<file path="src/rtl/order_pkg.sv">
// Order word layout, framing constants and assembler state encoding, shared by
// the stream assembler and the order cache packing so both agree on bit positions.
package order_pkg;

    localparam int ORDER_BITS      = 256;
    localparam int WORDS_PER_ORDER = 8;
    localparam int WORD_BITS       = 32;
    localparam int IDX_BITS        = 3;

    localparam logic [7:0] DEFAULT_SYNC_TAG = 8'hA5;

    localparam int ORDER_LSB     = 0;    localparam int ORDER_W     = 3;
    localparam int BASE_ADDR_LSB = 3;    localparam int BASE_ADDR_W = 32;
    localparam int IN_PATCH_LSB  = 35;   localparam int IN_PATCH_W  = 8;
    localparam int OUT_PATCH_LSB = 43;   localparam int OUT_PATCH_W = 8;
    localparam int DOUBLE_LSB    = 51;
    localparam int PATCH_NUM_LSB = 52;   localparam int PATCH_NUM_W = 32;
    localparam int ROW_LSB       = 84;   localparam int ROW_W       = 10;
    localparam int COL_LSB       = 94;   localparam int COL_W       = 10;
    localparam int WQ_LSB        = 104;  localparam int QUANT_W     = 4;
    localparam int FIQ_LSB       = 108;
    localparam int FOQ_LSB       = 112;
    localparam int STRIDE_LSB    = 116;
    localparam int RET_ADDR_LSB  = 117;  localparam int RET_ADDR_W  = 32;
    localparam int RET_PATCH_LSB = 149;  localparam int RET_PATCH_W = 16;
    localparam int PADDING_LSB   = 165;  localparam int PADDING_W   = 3;
    localparam int WLEN_LSB      = 168;  localparam int WLEN_W      = 32;
    localparam int ACTIVATE_LSB  = 200;
    localparam int ID_LSB        = 201;  localparam int ID_W        = 32;
    localparam int RSVD_LSB      = 233;  localparam int RSVD_W      = 15;
    localparam int TAG_LSB       = 248;  localparam int TAG_W       = 8;

    typedef enum logic [1:0] {
        ST_COLLECT = 2'd0,
        ST_PUSH    = 2'd1,
        ST_DISCARD = 2'd2
    } state_e;

    typedef struct packed {
        logic [ID_W-1:0]        id;
        logic                   activate;
        logic [WLEN_W-1:0]      wlen;
        logic [PADDING_W-1:0]   padding;
        logic [RET_PATCH_W-1:0] ret_patch;
        logic [RET_ADDR_W-1:0]  ret_addr;
        logic                   stride;
        logic [QUANT_W-1:0]     foq;
        logic [QUANT_W-1:0]     fiq;
        logic [QUANT_W-1:0]     wq;
        logic [COL_W-1:0]       col;
        logic [ROW_W-1:0]       row;
        logic [PATCH_NUM_W-1:0] patch_num;
        logic                   dbl;
        logic [OUT_PATCH_W-1:0] out_patch;
        logic [IN_PATCH_W-1:0]  in_patch;
        logic [BASE_ADDR_W-1:0] base_addr;
        logic [ORDER_W-1:0]     order;
    } order_fields_t;

endpackage

</file>
<file path="src/rtl/order_word_unpack.sv">
// Pure combinational split of a 256-bit order word into its fields and sync tag.
// Zero latency, no flow control; reserved bits are ignored.
module order_word_unpack
    import order_pkg::*;
(
    input  logic [ORDER_BITS-1:0]  word_i,
    output logic [ORDER_W-1:0]     order_o,
    output logic [BASE_ADDR_W-1:0] base_addr_o,
    output logic [IN_PATCH_W-1:0]  in_patch_o,
    output logic [OUT_PATCH_W-1:0] out_patch_o,
    output logic                   double_o,
    output logic [PATCH_NUM_W-1:0] patch_num_o,
    output logic [ROW_W-1:0]       row_o,
    output logic [COL_W-1:0]       col_o,
    output logic [QUANT_W-1:0]     wq_o,
    output logic [QUANT_W-1:0]     fiq_o,
    output logic [QUANT_W-1:0]     foq_o,
    output logic                   stride_o,
    output logic [RET_ADDR_W-1:0]  ret_addr_o,
    output logic [RET_PATCH_W-1:0] ret_patch_o,
    output logic [PADDING_W-1:0]   padding_o,
    output logic [WLEN_W-1:0]      wlen_o,
    output logic                   activate_o,
    output logic [ID_W-1:0]        id_o,
    output logic [TAG_W-1:0]       tag_o
);

    logic unused_rsvd;

    assign order_o     = word_i[ORDER_LSB     +: ORDER_W];
    assign base_addr_o = word_i[BASE_ADDR_LSB +: BASE_ADDR_W];
    assign in_patch_o  = word_i[IN_PATCH_LSB  +: IN_PATCH_W];
    assign out_patch_o = word_i[OUT_PATCH_LSB +: OUT_PATCH_W];
    assign double_o    = word_i[DOUBLE_LSB];
    assign patch_num_o = word_i[PATCH_NUM_LSB +: PATCH_NUM_W];
    assign row_o       = word_i[ROW_LSB       +: ROW_W];
    assign col_o       = word_i[COL_LSB       +: COL_W];
    assign wq_o        = word_i[WQ_LSB        +: QUANT_W];
    assign fiq_o       = word_i[FIQ_LSB       +: QUANT_W];
    assign foq_o       = word_i[FOQ_LSB       +: QUANT_W];
    assign stride_o    = word_i[STRIDE_LSB];
    assign ret_addr_o  = word_i[RET_ADDR_LSB  +: RET_ADDR_W];
    assign ret_patch_o = word_i[RET_PATCH_LSB +: RET_PATCH_W];
    assign padding_o   = word_i[PADDING_LSB   +: PADDING_W];
    assign wlen_o      = word_i[WLEN_LSB      +: WLEN_W];
    assign activate_o  = word_i[ACTIVATE_LSB];
    assign id_o        = word_i[ID_LSB        +: ID_W];
    assign tag_o       = word_i[TAG_LSB       +: TAG_W];
    assign unused_rsvd = ^word_i[RSVD_LSB +: RSVD_W];

endmodule

</file>
<file path="src/rtl/order_stream_assembler.sv">
// Assembles 8x32-bit beats into a checked order and pushes it to the order cache.
// Push one cycle after the last beat; beats stall (s_ready=0) while a push awaits order_in_ready.
module order_stream_assembler
    import order_pkg::*;
#(
    parameter bit         TAG_CHECK_EN = 1'b1,
    parameter logic [7:0] SYNC_TAG     = DEFAULT_SYNC_TAG
) (
    input  logic        clk,
    input  logic        srst,
    input  logic [31:0] s_word,
    input  logic        s_valid,
    input  logic        s_last,
    output logic        s_ready,
    input  logic        order_in_ready,
    output logic        push_order_en,
    output logic [2:0]  x_order,
    output logic [31:0] x_feature_input_base_addr,
    output logic [7:0]  x_feature_input_patch_num,
    output logic [7:0]  x_feature_output_patch_num,
    output logic        x_feature_double_patch,
    output logic [31:0] x_feature_patch_num,
    output logic [9:0]  x_row_size,
    output logic [9:0]  x_col_size,
    output logic [3:0]  x_weight_quant_size,
    output logic [3:0]  x_fea_in_quant_size,
    output logic [3:0]  x_fea_out_quant_size,
    output logic        x_stride,
    output logic [31:0] x_return_addr,
    output logic [15:0] x_return_patch_num,
    output logic [2:0]  x_padding_size,
    output logic [31:0] x_weight_data_length,
    output logic        x_activate,
    output logic [31:0] x_id,
    output logic [31:0] orders_pushed,
    output logic [15:0] err_count,
    output logic        err_pulse,
    output logic        busy
);

    state_e                  state_q, state_d;
    logic [IDX_BITS-1:0]     idx_q, idx_d;
    logic [ORDER_BITS-1:0]   sr_q, sr_d;
    logic [ORDER_BITS-1:0]   beat_word;
    order_fields_t           fields_q, fields_d, unpacked;
    logic [31:0]             orders_pushed_q;
    logic [15:0]             err_count_q;
    logic                    err_pulse_q, err_d;
    logic                    tag_ok;

    logic [ORDER_W-1:0]      u_order;
    logic [BASE_ADDR_W-1:0]  u_base_addr;
    logic [IN_PATCH_W-1:0]   u_in_patch;
    logic [OUT_PATCH_W-1:0]  u_out_patch;
    logic                    u_double;
    logic [PATCH_NUM_W-1:0]  u_patch_num;
    logic [ROW_W-1:0]        u_row;
    logic [COL_W-1:0]        u_col;
    logic [QUANT_W-1:0]      u_wq, u_fiq, u_foq;
    logic                    u_stride;
    logic [RET_ADDR_W-1:0]   u_ret_addr;
    logic [RET_PATCH_W-1:0]  u_ret_patch;
    logic [PADDING_W-1:0]    u_padding;
    logic [WLEN_W-1:0]       u_wlen;
    logic                    u_activate;
    logic [ID_W-1:0]         u_id;
    logic [TAG_W-1:0]        u_tag;

    // The shift register with the current beat already dropped into its slot, so the
    // final beat can be checked and unpacked in the same cycle it is accepted.
    always_comb begin
        beat_word = sr_q;
        beat_word[{idx_q, 5'd0} +: WORD_BITS] = s_word;
    end

    order_word_unpack u_unpack (
        .word_i      (beat_word),
        .order_o     (u_order),
        .base_addr_o (u_base_addr),
        .in_patch_o  (u_in_patch),
        .out_patch_o (u_out_patch),
        .double_o    (u_double),
        .patch_num_o (u_patch_num),
        .row_o       (u_row),
        .col_o       (u_col),
        .wq_o        (u_wq),
        .fiq_o       (u_fiq),
        .foq_o       (u_foq),
        .stride_o    (u_stride),
        .ret_addr_o  (u_ret_addr),
        .ret_patch_o (u_ret_patch),
        .padding_o   (u_padding),
        .wlen_o      (u_wlen),
        .activate_o  (u_activate),
        .id_o        (u_id),
        .tag_o       (u_tag)
    );

    always_comb begin
        unpacked           = '0;
        unpacked.order     = u_order;
        unpacked.base_addr = u_base_addr;
        unpacked.in_patch  = u_in_patch;
        unpacked.out_patch = u_out_patch;
        unpacked.dbl       = u_double;
        unpacked.patch_num = u_patch_num;
        unpacked.row       = u_row;
        unpacked.col       = u_col;
        unpacked.wq        = u_wq;
        unpacked.fiq       = u_fiq;
        unpacked.foq       = u_foq;
        unpacked.stride    = u_stride;
        unpacked.ret_addr  = u_ret_addr;
        unpacked.ret_patch = u_ret_patch;
        unpacked.padding   = u_padding;
        unpacked.wlen      = u_wlen;
        unpacked.activate  = u_activate;
        unpacked.id        = u_id;
    end

    assign tag_ok = !TAG_CHECK_EN || (u_tag == SYNC_TAG);

    // Reset overrides a pending push so nothing reaches the cache in the reset cycle.
    assign push_order_en = (state_q == ST_PUSH) && order_in_ready && !srst;

    always_comb begin
        state_d  = state_q;
        idx_d    = idx_q;
        sr_d     = sr_q;
        fields_d = fields_q;
        err_d    = 1'b0;
        s_ready  = 1'b0;
        case (state_q)
            ST_COLLECT: begin
                s_ready = 1'b1;
                if (s_valid) begin
                    sr_d = beat_word;
                    if (s_last && idx_q != 3'd7) begin
                        err_d = 1'b1;
                        idx_d = '0;
                    end else if (idx_q == 3'd7 && !s_last) begin
                        err_d   = 1'b1;
                        idx_d   = '0;
                        state_d = ST_DISCARD;
                    end else if (idx_q == 3'd7) begin
                        if (tag_ok) begin
                            fields_d = unpacked;
                            state_d  = ST_PUSH;
                        end else begin
                            err_d = 1'b1;
                            idx_d = '0;
                        end
                    end else begin
                        idx_d = idx_q + 3'd1;
                    end
                end
            end
            ST_PUSH: begin
                if (push_order_en) begin
                    idx_d   = '0;
                    state_d = ST_COLLECT;
                end
            end
            ST_DISCARD: begin
                s_ready = 1'b1;
                if (s_valid && s_last) begin
                    idx_d   = '0;
                    state_d = ST_COLLECT;
                end
            end
            default: begin
                idx_d   = '0;
                state_d = ST_COLLECT;
            end
        endcase
    end

    always_ff @(posedge clk) begin
        if (srst) begin
            state_q         <= ST_COLLECT;
            idx_q           <= '0;
            sr_q            <= '0;
            fields_q        <= '0;
            orders_pushed_q <= '0;
            err_count_q     <= '0;
            err_pulse_q     <= 1'b0;
        end else begin
            state_q     <= state_d;
            idx_q       <= idx_d;
            sr_q        <= sr_d;
            fields_q    <= fields_d;
            err_pulse_q <= err_d;
            if (push_order_en) begin
                orders_pushed_q <= orders_pushed_q + 32'd1;
            end
            if (err_d && err_count_q != 16'hFFFF) begin
                err_count_q <= err_count_q + 16'd1;
            end
        end
    end

    assign x_order                    = fields_q.order;
    assign x_feature_input_base_addr  = fields_q.base_addr;
    assign x_feature_input_patch_num  = fields_q.in_patch;
    assign x_feature_output_patch_num = fields_q.out_patch;
    assign x_feature_double_patch     = fields_q.dbl;
    assign x_feature_patch_num        = fields_q.patch_num;
    assign x_row_size                 = fields_q.row;
    assign x_col_size                 = fields_q.col;
    assign x_weight_quant_size        = fields_q.wq;
    assign x_fea_in_quant_size        = fields_q.fiq;
    assign x_fea_out_quant_size       = fields_q.foq;
    assign x_stride                   = fields_q.stride;
    assign x_return_addr              = fields_q.ret_addr;
    assign x_return_patch_num         = fields_q.ret_patch;
    assign x_padding_size             = fields_q.padding;
    assign x_weight_data_length       = fields_q.wlen;
    assign x_activate                 = fields_q.activate;
    assign x_id                       = fields_q.id;

    assign orders_pushed = orders_pushed_q;
    assign err_count     = err_count_q;
    assign err_pulse     = err_pulse_q;
    assign busy          = !(state_q == ST_COLLECT && idx_q == '0);

endmodule

</file>
<file path="config.mk">
export PLATFORM = sky130hd
export DESIGN_NAME = order_stream_assembler
export DESIGN_NICKNAME = d
export VERILOG_FILES = /design/src/rtl/order_pkg.sv /design/src/rtl/order_word_unpack.sv /design/src/rtl/order_stream_assembler.sv
export SDC_FILE = /design/constraint.sdc
export NUM_CORES = 1
export LEC_CHECK = 0
export BUFFER_PORTS_ARGS = -buffer_cell sky130_fd_sc_hd__buf_2
export CELL_PAD_IN_SITES_DETAIL_PLACEMENT = 2
export CELL_PAD_IN_SITES_GLOBAL_PLACEMENT = 2
export CORE_AREA = 2 2 307 248
export CTS_CLUSTER_DIAMETER = 80
export DETAILED_ROUTE_END_ITERATION = 7
export DIE_AREA = 0 0 309 250
export PLACE_DENSITY_LB_ADDON = 0.15
export SETUP_SLACK_MARGIN = 0.5
export SYNTH_ARGS = -nofsm -noshare
export SYNTH_HDL_FRONTEND = slang
export SYNTH_HIERARCHICAL = 1
export SYNTH_SLANG_ARGS = --single-unit
</file>
<file path="constraint.sdc">
create_clock -name clk -period 4.1 [get_ports clk]
set_input_delay 0 -clock clk [delete_from_list [all_inputs] [get_ports clk]]
set_output_delay 0 -clock clk [all_outputs]
set_load 0.05 [all_outputs]
</file>
# After elaboration in Yosys (flattened, before gate mapping)
# Index checks and enable logic that the tools add are counted.
classes:
  mux: 24
  bitwise_logic: 2
  shift: 2
  n_reduce_logical: 17
  addsub: 4
  eq_ne: 13
ops:
  columns: ["operator", "count"]
  rows:
  - ["$bwmux 256", 1]
  - ["$shift 32x10->256 const A", 1]
  - ["$shiftx 32x10->256", 1]
  - ["$add 32x1->32 const B", 1]
  - ["$mux 3", 7]
  - ["$add 16x1->16 const B", 1]
  - ["$ne 16x16->1 const B", 1]
  - ["$mux 2", 7]
  - ["$reduce_and 6->1", 2]
  - ["$neg 8->10", 1]
  - ["$ne 3x3->1 const B", 3]
  - ["$pmux 3 s3", 1]
  - ["$eq 8x8->1 const B", 1]
  - ["$ne 2x2->1 const B", 4]
  - ["$logic_and 1x1->1", 7]
  - ["$mux 1", 7]
  - ["$pmux 2 s3", 1]
  - ["$ne 5x5->1 const B", 1]
  - ["$reduce_and 4->1", 1]
  - ["$add 3x1->3 const B", 1]
  - ["$eq 3x3->1 const B", 1]
  - ["$logic_not 1->1", 3]
  - ["$logic_not 3->1", 1]
  - ["$eq 2x1->1 const B", 1]
  - ["5 further kinds", 6]
word_totals:
  in_bits: 37
  out_inout_bits: 285
  word_cells: 86
  reg_bits: 543

# Longest topological paths before layout
depth:
  word_depth: 11
  mapped_depth: 17
  mapped_depth_nobuf: 12

# Cells and area by module
# The synthesis kept the hierarchy.
by_module_without_submodules:
  columns: ["mod", "seq_area_each_um2", "instances", "cells_each", "area_each_um2"]
  rows:
  - ["order_stream_assembler", 10870.4, 1, 3073, 22527.9]
  - ["order_word_unpack", 0.0, 1, 241, 1809.2]

# Least setup slack after synthesis
# No wires, ideal clock.
synth_timing:
  path_kind: "register -> register"
  startpoint: "register idx_q[0]"
  endpoint: "register err_count_q[9], in the netlist err_count[9]"
  required_ps: 3979
  path_slack_ps: 532
  n_path_buf: 4
  setup_ps: 121
  path_stages_with_launch: 17
  arrival_ps: 3447
  synth_period_minus_slack_ps: 3568
  cell_sequence: "dfxtp_1 inv_1 ha_1 ha_1 clkbuf_1 nor2_1 nand2_1 clkbuf_1 nand2_1 o21ai_0 buf_4 nand4bb_1 nor2_1 a2bb2oi_2 clkbuf_1 nor4b_1 mux2_2"
synth_between:
  elab_chain_cells: 11
  word_cells_on_any_way: 16
  cone_classes: "add/sub: 1; eq/ne: 3; shift: 2; mux: 7; reduce/logical: 3"
synth_rtl:
  columns: ["element", "line", "rtl"]
  rows:
  - ["start, declared", "order_stream_assembler.sv:42", "logic [IDX_BITS-1:0] idx_q, idx_d;"]
  - ["start signal, assigned", "order_stream_assembler.sv:189", "idx_q <= idx_d;"]
  - ["$neg 8->10 (*)", "order_stream_assembler.sv:73", "beat_word[{idx_q, 5'd0} +: WORD_BITS] = s_word;"]
  - ["$shiftx 32x10->256 or $shift 32x10->256 (tied branches)", "order_stream_assembler.sv:73", null]
  - ["$bwmux 256 (*)", "order_stream_assembler.sv:73", null]
  - ["via beat_word[251]", "order_stream_assembler.sv:44", "logic [ORDER_BITS-1:0] beat_word;"]
  - ["$eq 8x8->1 (*)", "order_stream_assembler.sv:121", "assign tag_ok = !TAG_CHECK_EN || (u_tag == SYNC_TAG);"]
  - ["$mux 1 (*)", "order_stream_assembler.sv:146", "if (tag_ok) begin"]
  - ["$mux 1 (*)", "order_stream_assembler.sv:145", "end else if (idx_q == 3'd7) begin"]
  - ["$mux 1 (*)", "order_stream_assembler.sv:141", "end else if (idx_q == 3'd7 && !s_last) begin"]
  - ["$mux 1 (*)", "order_stream_assembler.sv:138", "if (s_last && idx_q != 3'd7) begin"]
  - ["$mux 1 (*)", "order_stream_assembler.sv:136", "if (s_valid) begin"]
  - ["$mux 1 (*)", "order_stream_assembler.sv:133", "case (state_q)"]
  - ["$logic_and 1x1->1 (*)", "order_stream_assembler.sv:196", "if (err_d && err_count_q != 16'hFFFF) begin"]
  - ["end signal, assigned", "order_stream_assembler.sv:197", "err_count_q <= err_count_q + 16'd1;"]
  - ["end, declared", "order_stream_assembler.sv:47", "logic [15:0] err_count_q;"]
# The timed path passes the listed nets; every way through them passes the cells marked *.
# A chain may end at the register's enable or synchronous reset.

# Worst setup path after layout
layout_timing:
  startpoint: "register idx_q[0]"
  endpoint: "register fields_q (netlist bit x_return_addr[15])"
layout_between:
  elab_chain_cells: 5
  word_cells_on_any_way: 12
  cone_classes: "add/sub: 1; eq/ne: 3; shift: 2; mux: 1; bitwise: 2; reduce/logical: 3"
layout_rtl:
  columns: ["element", "line", "rtl"]
  rows:
  - ["$neg 8->10 (*)", "order_stream_assembler.sv:73", null]
  - ["$shiftx 32x10->256 or $shift 32x10->256 (tied branches)", "order_stream_assembler.sv:73", null]
  - ["$bwmux 256 (*)", "order_stream_assembler.sv:73", null]
  - ["via beat_word[253]", "order_stream_assembler.sv:44", null]
  - ["$eq 8x8->1 (*)", "order_stream_assembler.sv:121", null]
  - ["$reduce_and 6->1 (no line) (*)", null, null]
  - ["end signal, assigned", "order_stream_assembler.sv:191", "fields_q <= fields_d;"]
  - ["end, declared", "order_stream_assembler.sv:45", "order_fields_t fields_q, fields_d, unpacked;"]
# Marked as above.

==> out/metrics.csv <==
stage,metric,value,unit
run_status,outcome,completed,
worst_setup_path,kind of start point of the critical path,flop,
floorplanning,Die ar.,77250,um^2
job,Max-Cap Viols,0,
worst_setup_path,Worst Setup Path Type,flop to flop,
global_route,grt ovf,0,
worst_setup_path,required time worst endpoint,4550,ps
global_route,largest net degree at the start of global routing,222,
worst_setup_path,reg2reg end,x_return_addr[15],
floorplanning,FP Rows,90,
clock_tree,CTS tree,built,
place,post-placement setup slack,227.2,ps
detailed_routing,vias,21640,
pwr,Pleak,9.784,nW
floorplanning,die height,250,um
synthesis,syn_nets,3268,
detailed_routing,Via density,5.057,
worst_setup_path,register-to-register path setup slack,670,ps
worst_setup_path,worst-path maximum fanout,110,
pwr,VDD IR max,0.2591,mV
clock_tree,H-tree lvl count,2,
final_layout,most frequent cells in the layout,"nand2_1, dfxtp_1, a21oi_1, nor2_1, buf_2",
detailed_routing,Final ANT Viol Nets,0,
global_route,first-pass GRT wire length,137000,um
clock_tree,CTS Buf Count,59,
synthesis,mapped cell area,23710,um^2
final_layout,Layout Nets,3261,
floorplanning,# IOs,322,
synthesis,mean post-synth cell area,7.360,um^2
detailed_routing,Routed WL per cell,20.90,um
synthesis,Ys Warns,6,
worst_setup_path,WP data arrival,3870,ps
clock_tree,worst-skew pair later-pin latency,620,ps
worst_setup_path,crit path to,x_return_addr[15],
timing,Max-slew headroom,29.75,%
detailed_routing,Post-Route WL,89420,um
final_layout,fraction of layout instances using a drive strength above 1,16.90,%
worst_setup_path,worst r2r src,idx_q[0],
timing,final setup margin,674.0,ps
detailed_routing,DR iter-0 viols,1081,
floorplanning,Die W,309,um
place,port bufs,321,
clock_tree,CTS root buf,clkbuf_16,
timing,Final Setup Violations,0,
global_route,initial antenna violation count,10,
global_route,GRT Total Usage,22.69,%
timing,setup tns final,0,ps
global_route,vias in the first global route,22950,
clock_tree,maximum clock path buffer count,3,
synthesis,Post-Syn Instances,3221,
timing,Final Cycle Share,83.56,%
floorplanning,Initial Utilization,31.80,%
final_layout,area grow syn2layout,13.15,%
final_layout,"most common cell after layout, fill and taps aside",nand2_1,
timing,"Slew Viols, Final",0,
detailed_routing,DRC Markers,0,
timing,Max Clk Rate,0.2919,GHz
place,hpwl dp,58000,um
floorplanning,Core ar.,74550,um^2
worst_setup_path,R2R depth,12,
timing,minimum clock period,3426,ps
pwr,PwrDens,424.6,nW/um^2
detailed_routing,first drt pass iteration count,5,
worst_setup_path,Worst setup EP type,flop,
worst_hold_path,Hold/Removal Path Class,input pin to flop,
worst_setup_path,Crit. Startpoint,idx_q[0],
timing,actual slew at the worst max-slew pin,1054,ps
timing,Max Clock Skew,18.78,ps
timing,"Hold Violations, Final",0,
timing,RSZ-0062 raised after global routing,yes,
clock_tree,CTS Sinks,528,
clock_tree,clock-pin slew on the worst setup and hold paths,60,ps
place,gp weighted congestion,0.7799,
## area by class of cell
| class | count | area (um^2) |
|---|---|---|
| Antenna cell | 5 | 12.51 |
| Clock buffer | 88 | 1728 |
| Multi-Input combinational cell | 2208 | 10460 |
| Inverter | 18 | 67.56 |
| Tap cell | 1012 | 1266 |
| Timing Repair Buffer | 399 | 2412 |
| Clock inverter | 20 | 302.8 |
| Sequential cell | 528 | 10570 |
| Fill cell | 8695 | 47720 |
## layer usage
| metal | wire length (um) | GRT usage (%) | vias to the layer above |
|---|---|---|---|
| met5 | 13 | 0 | - |
| met4 | 2771 | 7.393 | 2 |
| met3 | 3443 | 2.845 | 136 |
| met2 | 41350 | 37.08 | 385 |
| met1 | 41840 | 30.88 | 10840 |
| li1 | - | - | 10280 |
## how the worst min path moves through the flow
stage | startpoint | to | slack (ps) | cells past startpoint
final | order_in_ready | orders_pushed[0] | 90 | 4
after floorplan | s_last | state_q[1] | 110 | 1
after detailed placement | s_valid | state_q[1] | 320 | 2
after CTS | order_in_ready | idx_q[0] | 60 | 5
after global routing | order_in_ready | orders_pushed[1] | 110 | 4
after global placement | s_valid | state_q[1] | 280 | 2
## sequential cells by signal, summed over array words and instances (netlist names), 10 cells and up
| signal | flops |
|---|---|
| sr_q | 241 |
| orders_pushed | 32 |
| x_feature_input_base_addr | 32 |
| x_feature_patch_num | 32 |
| x_id | 32 |
| x_return_addr | 32 |
| x_weight_data_length | 32 |
| err_count | 16 |
| x_return_patch_num | 16 |
| x_col_size | 10 |
| x_row_size | 10 |
## per-stage QoR
stage	instance area, um^2	util, %	hold slack, ps	power, W	std cells
3_5_place_dp	24370	32.69	319.3	0.005804	4126
4_1_cts	26790	35.94	57.11	0.01156	4273
3_3_place_gp	24370	32.69	283.9	0.005783	4126
2_1_floorplan	23710	-	113.7	0.005639	3221
6_report	26820	35.98	91.52	0.01139	4278
5_1_grt	26810	35.97	109.4	0.01181	4274
## critical path: stages, from the launching register on
cell	delay, ps
dfxtp_2	440
inv_1	130
ha_1	240
ha_1	330
nor2_4	190
nand2_4	140
o21ai_0	250
nand4bb_1	250
nor2_2	280
nand4_1	270
buf_12	290
nand2_1	200
a21oi_1	80
## report_power, final
group          switching, W  internal, W  total, W
combinational      0.000383     0.000155  0.000538
clock               0.00228      0.00340   0.00567
sequential        0.0000171      0.00516   0.00518
total               0.00268      0.00871    0.0114
## repair_timing
item	CTS	global route
buffers inserted	3	0
endpoints found under the hold margin	184	0
hold buffers	36	0
gates resized for setup	4	4
pin swaps	1	1
endpoints found under the setup margin	249	242
Note: power is estimated with default switching activity, not from simulation.
